--- config.mk ---
export PLATFORM = sky130hd
export DESIGN_NAME = vga_pixel_fetch_flat
export DESIGN_NICKNAME = d
export VERILOG_FILES = /design/src/rtl/vga_pkg.sv /design/src/rtl/vga_pixel_fetch_if.sv /design/src/rtl/vga_timing.sv /design/src/rtl/vga_pixel_fetch.sv /design/src/flat_wrapper.sv
export SDC_FILE = /design/constraint.sdc
export NUM_CORES = 1
export LEC_CHECK = 0
export ABC_AREA = 0
export BUFFER_PORTS_ARGS = -buffer_cell sky130_fd_sc_hd__buf_2
export CAP_MARGIN = 20
export CORE_MARGIN = 2
export CORE_UTILIZATION = 30
export DETAILED_ROUTE_END_ITERATION = 12
export SLEW_MARGIN = 15
export SYNTH_ARGS = -nofsm -noshare
export SYNTH_HDL_FRONTEND = slang
export SYNTH_SLANG_ARGS = --single-unit
--- constraint.sdc ---
create_clock -name clk -period 5.1 [get_ports clk]
set_input_delay 0.765 -clock clk [delete_from_list [all_inputs] [get_ports clk]]
set_output_delay 0.765 -clock clk [all_outputs]
set_load 0.02 [all_outputs]
--- src/rtl/vga_pkg.sv ---
// Shared VGA definitions.
//   - 640x480@60 raster timing constants and the derived line/frame totals
//   - rgb888_t: packed {R,G,B} pixel with named 8-bit fields
//   - vid_flags_t: per-pixel qualifiers carried alongside ROM read data
//   - cnt_width(): register width needed to count 0..total-1
package vga_pkg;

    localparam int VGA_H_ACTIVE = 640;
    localparam int VGA_H_FP     = 16;
    localparam int VGA_H_SYNC   = 96;
    localparam int VGA_H_BP     = 48;
    localparam int VGA_V_ACTIVE = 480;
    localparam int VGA_V_FP     = 10;
    localparam int VGA_V_SYNC   = 2;
    localparam int VGA_V_BP     = 33;

    localparam int VGA_H_TOTAL = VGA_H_ACTIVE + VGA_H_FP + VGA_H_SYNC + VGA_H_BP;
    localparam int VGA_V_TOTAL = VGA_V_ACTIVE + VGA_V_FP + VGA_V_SYNC + VGA_V_BP;

    typedef struct packed {
        logic [7:0] r;
        logic [7:0] g;
        logic [7:0] b;
    } rgb888_t;

    // Qualifiers decoded from the raster counters; all-zero means
    // blank, outside image, sync inactive, no frame marker.
    typedef struct packed {
        logic active;
        logic in_img;
        logic hs;
        logic vs;
        logic frame;
    } vid_flags_t;

    function automatic int cnt_width(input int total);
        return (total <= 2) ? 1 : $clog2(total);
    endfunction

endpackage

--- src/rtl/vga_pixel_fetch_if.sv ---
// Bus between the pixel fetcher, the image ROM and the display pins.
//   addr        fetcher -> ROM   linear read address
//   rdata       ROM -> fetcher   registered {R,G,B} read data
//   red/green/blue, hsync, vsync, frame_start   fetcher -> display pins
// master: the fetcher side; slave: the ROM/display side.
interface vga_pixel_fetch_if;
    import vga_pkg::*;

    logic [23:0] addr;
    rgb888_t     rdata;
    logic [7:0]  red;
    logic [7:0]  green;
    logic [7:0]  blue;
    logic        hsync;
    logic        vsync;
    logic        frame_start;

    modport master (
        output addr, red, green, blue, hsync, vsync, frame_start,
        input  rdata
    );

    modport slave (
        input  addr, red, green, blue, hsync, vsync, frame_start,
        output rdata
    );

endinterface

--- src/rtl/vga_timing.sv ---
// Raster counters and stage-0 timing decode, reusable by any display source.
//   clk, rst        pixel clock, synchronous active-high reset
//   h_cnt, v_cnt    current raster position
//   h_last, v_last  position is the last pixel of a line / last line of a frame
//   active          position is inside the visible area
//   hs, vs          position is inside the horizontal / vertical sync pulse
//   frame           position is (0,0)
module vga_timing
    import vga_pkg::*;
#(
    parameter int H_ACTIVE = VGA_H_ACTIVE,
    parameter int H_FP     = VGA_H_FP,
    parameter int H_SYNC   = VGA_H_SYNC,
    parameter int H_BP     = VGA_H_BP,
    parameter int V_ACTIVE = VGA_V_ACTIVE,
    parameter int V_FP     = VGA_V_FP,
    parameter int V_SYNC   = VGA_V_SYNC,
    parameter int V_BP     = VGA_V_BP,
    localparam int H_TOTAL = H_ACTIVE + H_FP + H_SYNC + H_BP,
    localparam int V_TOTAL = V_ACTIVE + V_FP + V_SYNC + V_BP,
    localparam int HW      = cnt_width(H_TOTAL),
    localparam int VW      = cnt_width(V_TOTAL)
) (
    input  logic          clk,
    input  logic          rst,
    output logic [HW-1:0] h_cnt,
    output logic [VW-1:0] v_cnt,
    output logic          h_last,
    output logic          v_last,
    output logic          active,
    output logic          hs,
    output logic          vs,
    output logic          frame
);

    localparam int HS_START = H_ACTIVE + H_FP;
    localparam int HS_END   = HS_START + H_SYNC;
    localparam int VS_START = V_ACTIVE + V_FP;
    localparam int VS_END   = VS_START + V_SYNC;

    assign h_last = (h_cnt == HW'(H_TOTAL - 1));
    assign v_last = (v_cnt == VW'(V_TOTAL - 1));

    // NOTE: non-blocking assignments so every register samples pre-edge values.
    always_ff @(posedge clk) begin
        if (rst) begin
            h_cnt <= '0;
            v_cnt <= '0;
        end else if (h_last) begin
            h_cnt <= '0;
            v_cnt <= v_last ? '0 : v_cnt + VW'(1);
        end else begin
            h_cnt <= h_cnt + HW'(1);
        end
    end

    // NOTE: defaults first so no path leaves an output unassigned (no latch).
    always_comb begin
        active = 1'b0;
        hs     = 1'b0;
        vs     = 1'b0;
        frame  = 1'b0;
        if (h_cnt < HW'(H_ACTIVE) && v_cnt < VW'(V_ACTIVE)) active = 1'b1;
        if (h_cnt >= HW'(HS_START) && h_cnt < HW'(HS_END)) hs = 1'b1;
        if (v_cnt >= VW'(VS_START) && v_cnt < VW'(VS_END)) vs = 1'b1;
        if (h_cnt == '0 && v_cnt == '0) frame = 1'b1;
    end

endmodule

--- src/rtl/vga_pixel_fetch.sv ---
// VGA pixel fetcher: raster timing, linear image-ROM addressing, and
// delay-matched RGB/sync output registers.
//   clk, rst   pixel clock, synchronous active-high reset
//   bus        master side of vga_pixel_fetch_if:
//                addr out, rdata in (ROM_LAT cycles after addr),
//                red/green/blue, hsync, vsync, frame_start out
// The image sits at the screen origin; visible pixels outside it show
// BORDER_RGB. Pins show raster position (h,v) ROM_LAT+1 cycles after the
// counters held it.
module vga_pixel_fetch
    import vga_pkg::*;
#(
    parameter int          H_ACTIVE   = VGA_H_ACTIVE,
    parameter int          H_FP       = VGA_H_FP,
    parameter int          H_SYNC     = VGA_H_SYNC,
    parameter int          H_BP       = VGA_H_BP,
    parameter int          V_ACTIVE   = VGA_V_ACTIVE,
    parameter int          V_FP       = VGA_V_FP,
    parameter int          V_SYNC     = VGA_V_SYNC,
    parameter int          V_BP       = VGA_V_BP,
    parameter logic        SYNC_POL   = 1'b0,
    parameter int          IMG_W      = 160,
    parameter int          IMG_H      = 120,
    parameter int          ROM_LAT    = 1,
    parameter logic [23:0] BORDER_RGB = 24'h000000
) (
    input  logic                clk,
    input  logic                rst,
    vga_pixel_fetch_if.master   bus
);

    localparam int H_TOTAL = H_ACTIVE + H_FP + H_SYNC + H_BP;
    localparam int V_TOTAL = V_ACTIVE + V_FP + V_SYNC + V_BP;
    localparam int HW      = cnt_width(H_TOTAL);
    localparam int VW      = cnt_width(V_TOTAL);

    if (IMG_W > H_ACTIVE) begin : g_chk_img_w
        $error("IMG_W must not exceed H_ACTIVE");
    end
    if (IMG_H > V_ACTIVE) begin : g_chk_img_h
        $error("IMG_H must not exceed V_ACTIVE");
    end
    if (ROM_LAT < 1) begin : g_chk_lat
        $error("ROM_LAT must be at least 1");
    end
    if (longint'(IMG_W) * longint'(IMG_H) > 64'd16777216) begin : g_chk_size
        $error("IMG_W*IMG_H must fit a 24-bit address");
    end

    logic [HW-1:0] h_cnt;
    logic [VW-1:0] v_cnt;
    logic          h_last;
    logic          v_last;
    logic          active;
    logic          hs;
    logic          vs;
    logic          frame;

    vga_timing #(
        .H_ACTIVE (H_ACTIVE),
        .H_FP     (H_FP),
        .H_SYNC   (H_SYNC),
        .H_BP     (H_BP),
        .V_ACTIVE (V_ACTIVE),
        .V_FP     (V_FP),
        .V_SYNC   (V_SYNC),
        .V_BP     (V_BP)
    ) u_timing (
        .clk    (clk),
        .rst    (rst),
        .h_cnt  (h_cnt),
        .v_cnt  (v_cnt),
        .h_last (h_last),
        .v_last (v_last),
        .active (active),
        .hs     (hs),
        .vs     (vs),
        .frame  (frame)
    );

    logic in_img;
    assign in_img = (h_cnt < HW'(IMG_W)) && (v_cnt < VW'(IMG_H));

    // row_base tracks v*IMG_W by accumulation, so no multiplier is needed.
    // It stops advancing on the last image line and is cleared at frame end.
    logic [23:0] row_base;

    always_ff @(posedge clk) begin
        if (rst) begin
            row_base <= '0;
        end else if (h_last) begin
            if (v_last) begin
                row_base <= '0;
            end else if (v_cnt < VW'(IMG_H - 1)) begin
                row_base <= row_base + 24'(IMG_W);
            end
        end
    end

    assign bus.addr = in_img ? row_base + 24'(h_cnt) : '0;

    // Qualifiers travel ROM_LAT stages so they line up with rdata.
    vid_flags_t cur_flags;
    vid_flags_t dly [ROM_LAT];
    vid_flags_t out_flags;

    always_comb begin
        cur_flags        = '0;
        cur_flags.active = active;
        cur_flags.in_img = in_img;
        cur_flags.hs     = hs;
        cur_flags.vs     = vs;
        cur_flags.frame  = frame;
    end

    // NOTE: this short delay line is reset, unlike a bulk memory, because it
    // carries the blanking and sync qualifiers that must go inactive on reset.
    always_ff @(posedge clk) begin
        if (rst) begin
            for (int i = 0; i < ROM_LAT; i++) dly[i] <= '0;
        end else begin
            dly[0] <= cur_flags;
            for (int i = 1; i < ROM_LAT; i++) dly[i] <= dly[i-1];
        end
    end

    assign out_flags = dly[ROM_LAT-1];

    rgb888_t rgb_q;

    always_ff @(posedge clk) begin
        if (rst) begin
            rgb_q           <= '0;
            bus.hsync       <= ~SYNC_POL;
            bus.vsync       <= ~SYNC_POL;
            bus.frame_start <= 1'b0;
        end else begin
            if (!out_flags.active) begin
                rgb_q <= '0;
            end else if (out_flags.in_img) begin
                rgb_q <= bus.rdata;
            end else begin
                rgb_q <= rgb888_t'(BORDER_RGB);
            end
            bus.hsync       <= out_flags.hs ? SYNC_POL : ~SYNC_POL;
            bus.vsync       <= out_flags.vs ? SYNC_POL : ~SYNC_POL;
            bus.frame_start <= out_flags.frame;
        end
    end

    assign bus.red   = rgb_q.r;
    assign bus.green = rgb_q.g;
    assign bus.blue  = rgb_q.b;

endmodule

--- src/flat_wrapper.sv ---
// flat-port wrapper written by rule: the top's interface ports become plain ports
module vga_pixel_fetch_flat import vga_pkg::*;
#(
    parameter int          H_ACTIVE   = VGA_H_ACTIVE,
    parameter int          H_FP       = VGA_H_FP,
    parameter int          H_SYNC     = VGA_H_SYNC,
    parameter int          H_BP       = VGA_H_BP,
    parameter int          V_ACTIVE   = VGA_V_ACTIVE,
    parameter int          V_FP       = VGA_V_FP,
    parameter int          V_SYNC     = VGA_V_SYNC,
    parameter int          V_BP       = VGA_V_BP,
    parameter logic        SYNC_POL   = 1'b0,
    parameter int          IMG_W      = 160,
    parameter int          IMG_H      = 120,
    parameter int          ROM_LAT    = 1,
    parameter logic [23:0] BORDER_RGB = 24'h000000
)
  (clk, rst, bus_addr, bus_red, bus_green, bus_blue, bus_hsync, bus_vsync, bus_frame_start, bus_rdata);
  vga_pixel_fetch_if bus_i ();
  input  logic clk;
  input  logic rst;
  output wire logic [$bits(bus_i.addr)-1:0] bus_addr;
  output wire logic [$bits(bus_i.red)-1:0] bus_red;
  output wire logic [$bits(bus_i.green)-1:0] bus_green;
  output wire logic [$bits(bus_i.blue)-1:0] bus_blue;
  output wire logic [$bits(bus_i.hsync)-1:0] bus_hsync;
  output wire logic [$bits(bus_i.vsync)-1:0] bus_vsync;
  output wire logic [$bits(bus_i.frame_start)-1:0] bus_frame_start;
  input wire logic [$bits(bus_i.rdata)-1:0] bus_rdata;
  assign bus_addr = bus_i.addr;
  assign bus_red = bus_i.red;
  assign bus_green = bus_i.green;
  assign bus_blue = bus_i.blue;
  assign bus_hsync = bus_i.hsync;
  assign bus_vsync = bus_i.vsync;
  assign bus_frame_start = bus_i.frame_start;
  assign bus_i.rdata = bus_rdata;
  vga_pixel_fetch #(.H_ACTIVE(H_ACTIVE), .H_FP(H_FP), .H_SYNC(H_SYNC), .H_BP(H_BP), .V_ACTIVE(V_ACTIVE), .V_FP(V_FP), .V_SYNC(V_SYNC), .V_BP(V_BP), .SYNC_POL(SYNC_POL), .IMG_W(IMG_W), .IMG_H(IMG_H), .ROM_LAT(ROM_LAT), .BORDER_RGB(BORDER_RGB)) u_core (.clk(clk), .rst(rst), .bus(bus_i));
endmodule
=== Word level (Yosys, flattened, before mapping) ===
Memory sizes are Yosys's and may differ from the RTL's.
Index checks and enable logic that the tools add are counted.
Widths: inputs -> output; s select.

* $lt $le $gt $ge: 9
* Add/sub/neg operators: 4
* Mux-type cells: 15
* Reduce and logical (&&, ||, !) cells: 12
* Equality and inequality tests: 2
* Bitwise operators: 2

{| class="wikitable"
|+ Operators with widths
! kind !! count
|-
| $mux 24 || 3
|-
| $add 24x10->24 || 1
|-
| $add 24x8->24 const B || 1
|-
| $add 10x1->10 const B || 2
|-
| $eq 10x10->1 const B || 2
|-
| $logic_not 10->1 || 2
|-
| $lt 10x10->1 const B || 2
|-
| $lt 10x7->1 const B || 2
|-
| $lt 10x9->1 const B || 2
|-
| $ge 10x10->1 const B || 1
|-
| $ge 10x9->1 const B || 1
|-
| $lt 10x8->1 const B || 1
|-
| $mux 1 || 10
|-
| $mux 10 || 1
|-
| $logic_and 1x1->1 || 5
|-
| $mux 5 || 1
|-
| $reduce_or 5->1 || 1
|-
| $reduce_or 3->1 || 1
|-
| $not 1->1 || 2
|-
| $reduce_and 2->1 || 1
|-
| $reduce_bool 2->1 || 1
|-
| $reduce_or 2->1 || 1
|}

* Input bits: 26
* Memories: 1
* Bits in registers: 71
* Word-level logic and storage cells: 54
* RAM bits: 5

{| class="wikitable"
|+ Memories
! memory !! depth !! width !! read ports !! clocked after Yosys merged registers in !! wr ports !! RTL line !! RTL
|-
| u_core.dly || 1 || 5 || 1 || 0 || 1 || vga_pixel_fetch.sv:104 || <nowiki>vid_flags_t dly [ROM_LAT];</nowiki>
|}

=== Longest topological paths before layout ===
Gate-level depths: netlist (run 1).

* Depth in word-level cells: 4
* Mapped depth: 7

=== Cells and area by module ===
Synthesis (run 1) repeated with hierarchy kept, for this count alone.

* Cell total of the unflattened synthesis: 414
* Area total of the unflattened synthesis: 3646.0 µm²

{| class="wikitable"
|+ By module, submodules not included
! module !! area each (µm²) !! cells each !! instances
|-
| vga_pixel_fetch || 2526.2 || 286 || 1
|-
| vga_timing || 1119.8 || 128 || 1
|}

=== Worst setup path before layout (run 1) ===
No wires, ideal clock.

* Path kind: reg-to-output
* Start: register u_core.u_timing.h_cnt[8]
* End: output port bus_addr[10]
* Stages on the path, launching flop included: 7
* Arrival time: 2.067 ns
* Setup slack: 2.268 ns
* Data required time: 4.335 ns
* Path buffers: 1
* Path through: dfxtp_1 > ha_1 > a21o_1 > a21oi_1 > clkbuf_1 > a21oi_1 > nor3_1

* Word-level cells in the longest chain between the ends: 3
* Elaborated cells between the ends (all ways): 4
* Classes of those cells: add/sub: 1; order compare: 1; mux: 1; reduce/logical: 1

{| class="wikitable"
|+ RTL lines
! item !! RTL line !! RTL
|-
| from (decl) || vga_timing.sv:26 || <nowiki>output logic [HW-1:0] h_cnt,</nowiki>
|-
| from (signal assigned) || vga_timing.sv:53 || <nowiki>h_cnt <= h_cnt + HW'(1);</nowiki>
|-
| branches (longest 2 deep; another with $add 24x10->24) || -- ||
|-
| $mux 24 (*) || vga_pixel_fetch.sv:100 || <nowiki>assign bus.addr = in_img ? row_base + 24'(h_cnt) : '0;</nowiki>
|-
| to (decl) || flat_wrapper.sv:22 || <nowiki>output wire logic [$bits(bus_i.addr)-1:0] bus_addr;</nowiki>
|}

Mark *: on every way between the ends.

=== Worst setup path after layout (run 1) ===
* Start: register u_core.u_timing.h_cnt[8]
* End: output port bus_addr[22]

The elaborated chain is that of the path after synthesis.

==> reports/metrics.cfg, run 1 <==
[sta]
tns_ns = 0
rsz0062_at_grt = false
timing.hold.ws_ns = 0.385
fin_skew_ns = 0.00860
drv_slew = 0
fin_crit_ns = 3.65
finalCritPeriodShare_pct = 71.6
finalHoldViolCount = 0
relSlewSlack_pct = 32.3
maxClockFrequency_ghz = 0.274
fin_ws_ns = 1.45
setup_viol = 0
worst_slew_pin_slew_ns = 1.02

[worst_hold_path]
min_delay_path_depth = 1
hold_end = u_core.bus.hsync$_SDFF_PP1_
hold_path_startpoint = u_core.dly[0][2]$_SDFF_PP0_
worstHoldPathType = reg2reg

[clocking]
post_cts_resized = 0
cts_setup_buffers = 0
clkSlewWorstSetupHoldPaths_ns = 0.08
cts_buffer_depth = 2
cts_max_level = 3
cts_tree = yes
clk-insertion-delay-late_ns = 0.34
cts-root-buf = clkbuf_8
cts_buffers = 9
cts_hold_buf = 0
clock_sinks = 71

[logic_synthesis]
yosysTopAreaCell = dfxtp_1
ys.flop_type = dfxtp_1
ys.warnings.count = 0
synth_seq_cells = 71
ys_async_sr_fraction_pct = 0
ys_types = 44
yosysMostFrequentCell = dfxtp_1
synth_top_area_share_pct = 42.6
netlist_instances = 380
synth_area_leaders = dfxtp_1 43%, xnor2_1 7.1%, nor2_1 5.7%
synth_common_cells = 71 x dfxtp_1, 51 x nor2_1, 27 x xnor2_1, 26 x and2_1, 19 x nand2_1
syn-cell-area_sq_um = 3340
avgSynthCellArea_sq_um = 8.78
syn_nets = 416
synth_edf_count = 0
ys_seq_area_share_pct = 42.6

[power_and_ir_drop]
p_leak_nw = 1.64
power.density_nw_per_um2 = 257
p_total_mw = 1.03
vdd_ir_drop_max_uv = 106

[placed_design]
dp_cells = 580
globalplace.congestion = 0.770
dpl.hpwl_mm = 5.83
post-place-ws_ns = 1.85
numPortBuffers = 76

[worst_setup_path]
critPathKind = reg2out
cp-start-kind = register
cpPeakStageDelay_ns = 0.79
cp.arrival_ns = 2.89
critical_path.reg2reg.endpoint = u_core.row_base[10]$_SDFFE_PP0P_
crit_cells = 7
cp-end-kind = output port
cp_slowest_cell = a21oi_1
r2r-start = u_core.u_timing.h_cnt[0]$_SDFF_PP0_
critPathLaunch = u_core.u_timing.h_cnt[8]$_SDFF_PP0_
worst-path-buf-inv = 1
rr_worst_depth = 6
cp_max_fo = 14
cpLargestDelayFamily = compound AO/OA/AOI/OAI gates
crit_chain = ha_1 > a21o_1 > a21oi_1 > a2111oi_0 > xnor2_1 > nor2_1 > buf_2
cp.required_ns = 4.34
r2r_setup_slack_ns = 2.24

[floorplan]
fp-row-count = 38
dieArea_sq_um = 12000
die_w_um = 109
boundaryPins = 77
core_area_sq_um = 10800
die_y_um = 109
start_util_pct = 30.8

[grt]
grt.total_usage_pct = 13.7
grt_pass1_vias = 2691
grt_pass1_wl_mm = 12.8
antenna_found_initial = 0
grt_max_degree = 26
grt.overflow.total = 0

[cells_and_area]
drive_gt1_share_pct = 22.1
antenna_cells = 0
area_growth_pct = 20.5
final_cells = 596
nNetsFinal = 487

[route]
wirelength_mm = 8.03
vias_per_cell = 4.82
drc_errors = 0
wl_per_cell_um = 13.5
drt_iter0_markers = 142
ant_nets = 0
vias = 2871
dr.pass1.iters = 4

[job]
maxCapViolations = 0

[status]
status = finished clean

layout by cell type (no fill, tap or decap), types with 2 or more instances in the layout:
cell type    n
buf_2       76
dfxtp_1     71
nor2_1      50
xnor2_1     27
and2_1      26
nand2_1     19
a21oi_1     17
nor3_1      14
nand4_1     13
inv_1       13
nand3_1     12
xor2_1      11
a211oi_1    11
o21ai_0     10
or3_1       10
ha_1        10
clkbuf_8    10
and3_1       5
nor4_1       4
a21o_1       4
nor2b_1      3
nand2b_1     3
a2111oi_0    3
clkinvlp_4   3
o31ai_1      2
o21a_1       2
or4_1        2
o21ai_1      2
nor3b_1      2
routing by layer:
layer	part of all wire [%]	GRT usage (%)
met4	1.3	4.70
met2	47	21.3
met1	48	18.2
met3	4.1	4.03
met5	0	0
report_power, final:
| group | internal (mW) | leakage [nW] | switching, mW | total (mW) |
|---|---|---|---|---|
| Sequential | 0.563 | 0.576 | 0.00360 | 0.567 |
| Clock | 0.191 | 0.0849 | 0.226 | 0.417 |
| Combinational | 0.0206 | 0.981 | 0.0288 | 0.0494 |
metrics by stage:
stage / area (sq um) / utilization, %
2_1_floorplan: 3340 / -
3_3_place_gp: 3840 / 35.4
3_5_place_dp: 3840 / 35.4
4_1_cts: 4020 / 37.1
5_1_grt: 4020 / 37.1
6_report: 4020 / 37.1
final cells by class:
| cell class | instances | area, sq um |
|---|---|---|
| fill | 1152 | 6820 |
| multi-input combinational | 279 | 1810 |
| inverter | 13 | 48.8 |
| timing repair buffer | 77 | 388 |
| tap | 140 | 175 |
| clock inverter | 6 | 45.0 |
| clock buffer | 10 | 138 |
| sequential | 71 | 1420 |
worst max-delay path by stage:
stage / endpoint / slack (ns)
global route: bus_addr[22] / 1.18
floorplan: bus_addr[10] / 2.27
CTS: bus_addr[22] / 1.45
finish: bus_addr[22] / 1.45
global placement: bus_addr[22] / 1.89
detailed placement: bus_addr[22] / 1.85
cells by family after synthesis:
kind of cell	Yosys count	share of synthesized area (%)
buf+inv	30	3.37
simple gates	170	27.0
fa+ha+maj	10	3.75
compound gates	61	13.3
xor+xnor	38	9.97
flops	71	42.6
registers in the layout, indices dropped and copies added (netlist names):
register / count
u_core.row_base: 19
u_core.u_timing.h_cnt: 10
u_core.u_timing.v_cnt: 10
u_core.bus.blue: 8
u_core.bus.green: 8
u_core.bus.red: 8
u_core.dly: 5
u_core.bus.frame_start: 1
u_core.bus.hsync: 1
u_core.bus.vsync: 1
No activity file was read; power rests on OpenSTA's default activity.
==> run 2: changes to the inputs <==
- clock period: 5.1 -> 3.01 ns (I/O delays scaled with it)
==> run 2 against run 1 <==
Effect of this change:
- wire length is 1.7% higher
- clock skew is 0.0013 ns higher
- first-iteration DRC count is 1.4% lower
- hold slack worse by 0.093 ns
- die area stayed put
- final cell count is 1.2% higher
- critical path depth is 1 higher
- sequential share of layout area is 0.68 points lower
- critical path type unchanged
- critical endpoint is now bus_addr[18]
==> reports/metrics.cfg, run 2 (synthesized netlist as in run 1, its figures left out) <==
[worst_setup_path]
r2r-start = u_core.u_timing.v_cnt[1]$_SDFFE_PP0P_
critical_path.reg2reg.endpoint = u_core.row_base[21]$_SDFFE_PP0P_
endpoint = bus_addr[18]
rr_worst_depth = 7
cpPeakStageDelay_ns = 0.50
cp.required_ns = 2.56
cp_slowest_cell = a2111oi_1
cp-start-kind = register
critPathLaunch = u_core.u_timing.h_cnt[6]$_SDFF_PP0_
critPathKind = reg2out
cp.arrival_ns = 2.35
crit_chain = ha_1 > a21o_1 > nand4_1 > buf_4 > a2111oi_1 > xnor2_1 > nor2_1 > buf_2
cp-end-kind = output port
cp_max_fo = 7
r2r_setup_slack_ns = 0.45

[route]
wirelength_mm = 8.17
dr.pass1.iters = 4
drc_errors = 0
vias = 2903
vias_per_cell = 4.81
drt_iter0_markers = 140
ant_nets = 0
wl_per_cell_um = 13.5

[status]
status = finished clean

[power_and_ir_drop]
power.density_nw_per_um2 = 442
p_int_mw = 1.37
p_leak_nw = 1.68
p_total_mw = 1.81
vdd_ir_drop_max_uv = 170
pwr-share-clk_pct = 42.3
power.share.sequential_pct = 53.0
power_switching_share_pct = 24.3
p_comb_share_pct = 4.7
switchingPower_mw = 0.440

[cells_and_area]
final_cells = 603
regMostFlops = u_core.row_base
n_fill_cell = 1125
final_common_cell = buf_2
largest_reg_flops = 19
drive_gt1_share_pct = 23.8
mostFrequentLayoutCells = 76 x buf_2, 71 x dfxtp_1, 50 x nor2_1, 27 x xnor2_1, 26 x and2_1
final_core_util_pct = 37.8
reg.largest.list = u_core.row_base: 19 flops, u_core.u_timing.h_cnt: 10 flops, u_core.u_timing.v_cnt: 10 flops
antenna_cells = 0
area_growth_pct = 22.9
nNetsFinal = 494

[placed_design]
globalplace.congestion = 0.833
dpl.hpwl_mm = 5.88
dp_cells = 585
numPortBuffers = 76

[sta]
finalCritPeriodShare_pct = 92.9
drv_slew = 0
setup_viol = 0
fin_crit_ns = 2.80
tns_ns = 0
relSlewSlack_pct = 55.9
worst_slew_pin_slew_ns = 0.661
maxClockFrequency_ghz = 0.357
rsz0062_at_grt = false
fin_skew_ns = 0.00989
finalHoldViolCount = 0

[job]
maxCapViolations = 0

[grt]
grt_pass1_wl_mm = 13.2
antenna_found_initial = 0
grt.total_usage_pct = 14.3
grt_pass1_vias = 2718
grt.overflow.total = 0
grt_max_degree = 26

[floorplan]
start_util_pct = 30.8
die_w_um = 109
boundaryPins = 77
dieArea_sq_um = 12000
die_y_um = 109
core_area_sq_um = 10800
fp-row-count = 38

[worst_hold_path]
worstHoldPathType = in2reg

[clocking]
cts-root-buf = clkbuf_8
clkSlewWorstSetupHoldPaths_ns = 0.08
cts_max_level = 3
cts_buffers = 9
cts_tree = yes
cts_hold_buf = 0
cts_buffer_depth = 2
clock_sinks = 71
clk-insertion-delay-late_ns = 0.35

## run 2: repair_timing
action / 4_1_cts / 5_1_grt
endpoints found under the setup margin: 2 / 9
pin swaps: 0 / 1
gates resized for setup: 2 / 3
buffers inserted: 0 / 2
## run 2: power by group through the flow
stage                     logic [mW]  clock network (mW)  registers, mW
after detailed placement      0.0855                   0          0.983
after floorplan               0.0367                   0          0.994
after CTS                     0.0858               0.793          0.961
after global placement        0.0846                   0          0.982
after global routing          0.0947               0.846          0.962
final                         0.0848               0.767          0.960
## run 2: routing by layer
metal,part of all wire (%),up-vias,global-route usage (%)
met1,48,1367,19.0
li1,-,1477,-
met5,0,-,0
met4,1.2,0,5.70
met3,3.8,7,3.38
met2,47,52,22.2
## run 2: worst min-delay path by stage
stage / start / end / slack [ns] / cells past startpoint
floorplan: u_core.dly[0][2]$_SDFF_PP0_ / u_core.bus.hsync$_SDFF_PP1_ / 0.36 / 1
global placement: u_core.dly[0][1]$_SDFF_PP0_ / u_core.bus.vsync$_SDFF_PP1_ / 0.36 / 1
detailed placement: u_core.dly[0][1]$_SDFF_PP0_ / u_core.bus.vsync$_SDFF_PP1_ / 0.37 / 1
CTS: bus_rdata[20] / u_core.bus.red[4]$_SDFF_PP0_ / 0.27 / 2
global route: bus_rdata[7] / u_core.bus.blue[7]$_SDFF_PP0_ / 0.27 / 2
finish: bus_rdata[19] / u_core.bus.red[3]$_SDFF_PP0_ / 0.29 / 2
## run 2: cell type report
type	count	area, sq um	share of cell area, %
Clock buffer	9	124	3.02
Clock inverter	7	71.3	1.74
Inverter	13	48.8	1.19
Multi-Input combinational cell	279	1820	44.4
Sequential cell	71	1420	34.7
Tap cell	140	175	4.27
Timing Repair Buffer	84	440	10.7
## run 2: through the flow
stage                     setup WS [ns]  hold WS [ns]  instance area (sq um)
after floorplan                   0.491         0.356                   3340
after global placement            0.437         0.360                   3870
after detailed placement          0.352         0.373                   3870
after CTS                        0.0162         0.274                   4070
after global routing             0.0436         0.271                   4100
final                             0.213         0.292                   4100
## run 2: critical path: cells and delay by family (launching register included)
kind                       cells  cell delay (ns)
DFF                            1             0.36
buffers and inverters          2             0.33
adders and majority gates      1             0.32
xor gates and xnor gates       1             0.17
and+or+nand+nor                2             0.14
AOI/OAI and AO/OA              2             0.67
==> run 3: changes to the inputs <==
- CORE_ASPECT_RATIO: default -> 0.9
- TNS_END_PERCENT: default -> 10
==> run 3 against run 2 <==
Effect of this change:
- setup slack lost 0.022 ns
- sequential share of layout area shrank 0.92 points
- critical path depth unchanged
- final cell count grew 2.0%
- total power increased by 17%
- fmax fell by 0.77%
- register-to-register slack gained 0.12 ns
- clock power grew 40%
- hold slack better by 0.028 ns
- critical path type unchanged
- highest routed layer unchanged
- combinational power increased by 4.4%
==> reports/metrics.cfg, run 3 (synthesized netlist as in run 1, its figures left out) <==
[status]
status = finished clean

[cells_and_area]
antenna_cells = 0
regMostFlops = u_core.row_base
nNetsFinal = 494
drive_gt1_share_pct = 23.1
final_cells = 615
reg.largest.list = u_core.row_base: 19 flops, u_core.u_timing.h_cnt: 10 flops, u_core.u_timing.v_cnt: 10 flops
area_growth_pct = 26.2
largest_reg_flops = 19
final_core_util_pct = 38.8
mostFrequentLayoutCells = 76 x buf_2, 71 x dfxtp_1, 51 x nor2_1, 27 x xnor2_1, 26 x and2_1
n_fill_cell = 1106
final_common_cell = buf_2

[grt]
grt_max_degree = 26
grt_pass1_wl_mm = 12.8
antenna_found_initial = 0
grt.total_usage_pct = 13.3
grt_pass1_vias = 2704
grt.overflow.total = 0

[worst_setup_path]
crit_chain = ha_1 > a21o_1 > nand4_1 > buf_4 > a2111oi_1 > xnor2_1 > nor2_1 > buf_2
cp.required_ns = 2.56
cp_max_fo = 14
rr_worst_depth = 7
cp.arrival_ns = 2.37
cpLargestDelayFamily = compound AO/OA/AOI/OAI gates
r2r-start = u_core.u_timing.v_cnt[1]$_SDFFE_PP0P_
cp-start-kind = register
cp-end-kind = output port
cp_slowest_cell = a2111oi_1
worst-path-buf-inv = 2
r2r_setup_slack_ns = 0.57
critPathKind = reg2out
cpPeakStageDelay_ns = 0.50
critical_path.reg2reg.endpoint = u_core.row_base[22]$_SDFFE_PP0P_

[route]
dr.pass1.iters = 4
drt_iter0_markers = 139
vias_per_cell = 4.69
ant_nets = 0
wl_per_cell_um = 12.7
vias = 2882
wirelength_mm = 7.84
drc_errors = 0

[power_and_ir_drop]
p_int_mw = 1.64
switchingPower_mw = 0.477
power_switching_share_pct = 22.5
p_comb_share_pct = 4.2
p_leak_nw = 1.73
power.density_nw_per_um2 = 503
pwr-share-clk_pct = 50.5
vdd_ir_drop_max_uv = 271
p_total_mw = 2.12
power.share.sequential_pct = 45.4

[floorplan]
core_area_sq_um = 10900
die_w_um = 115
dieArea_sq_um = 12000
start_util_pct = 30.8
die_y_um = 104
fp-row-count = 36
boundaryPins = 77

[sta]
relSlewSlack_pct = 56.3
fin_skew_ns = 0.00621
finalCritPeriodShare_pct = 93.7
fin_crit_ns = 2.82
worst_slew_pin_slew_ns = 0.649
timing.hold.ws_ns = 0.321
maxClockFrequency_ghz = 0.355
finalHoldViolCount = 0
drv_slew = 0
tns_ns = 0
setup_viol = 0

[clocking]
clk-insertion-delay-late_ns = 0.33
cts-root-buf = clkbuf_16
clock_sinks = 71
cts_buffer_depth = 2
cts_setup_buffers = 0
cts_buffers = 9
cts_tree = yes
clkSlewWorstSetupHoldPaths_ns = 0.06
cts_max_level = 3

[worst_hold_path]
min_delay_path_depth = 2
worstHoldPathType = in2reg
hold_path_startpoint = bus_rdata[5]
hold_end = u_core.bus.blue[5]$_SDFF_PP0_

[placed_design]
numPortBuffers = 76
dpl.hpwl_mm = 5.82
dp_cells = 598
globalplace.congestion = 0.831

[job]
maxCapViolations = 0

==> run 3: metrics by stage <==
stage	setup WS, ns	cell area, sq um
after global routing	-0.0655	4210
after CTS	0.125	4200
after detailed placement	0.477	3900
after global placement	0.579	3900
final	0.191	4210
after floorplan	0.491	3340
==> run 3: power groups by stage <==
| stage | clock network, mW | logic [mW] | registers, mW |
|---|---|---|---|
| 3_5_place_dp | 0 | 0.0878 | 0.982 |
| 5_1_grt | 1.13 | 0.0968 | 0.963 |
| 2_1_floorplan | 0 | 0.0367 | 0.994 |
| 3_3_place_gp | 0 | 0.0868 | 0.982 |
| 4_1_cts | 1.09 | 0.0892 | 0.962 |
| 6_report | 1.07 | 0.0885 | 0.962 |
==> run 3: worst max path at each step <==
stage | cells after the start | end | start
final | 8 | bus_addr[16] | u_core.u_timing.h_cnt[6]$_SDFF_PP0_
after detailed placement | 8 | bus_addr[16] | u_core.u_timing.h_cnt[6]$_SDFF_PP0_
after global routing | 8 | bus_addr[16] | u_core.u_timing.h_cnt[6]$_SDFF_PP0_
after CTS | 8 | bus_addr[16] | u_core.u_timing.h_cnt[6]$_SDFF_PP0_
after global placement | 8 | bus_addr[18] | u_core.u_timing.h_cnt[6]$_SDFF_PP0_
after floorplan | 6 | bus_addr[10] | u_core.u_timing.h_cnt[8]$_SDFF_PP0_
==> run 3: cell type report <==
cell class                      count  area [sq um]  area share (%)
Multi-Input combinational cell    279          1810            42.9
Inverter                           13          48.8            1.16
Sequential cell                    71          1420            33.7
Tap cell                          152           190            4.51
Clock inverter                      7          80.1            1.90
Timing Repair Buffer               84           440            10.5
Clock buffer                        9           225            5.35
==> run 3: layer usage <==
metal	GRT usage (%)	routed length, um
met1	17.1	3690
met2	21.5	3810
met3	2.62	212
met4	5.68	132
met5	0	0
==> run 3: repair_timing <==
action,4_1_cts,5_1_grt
hold buffers,0,0
setup endpoints to repair,0,2
gates resized for setup,0,2
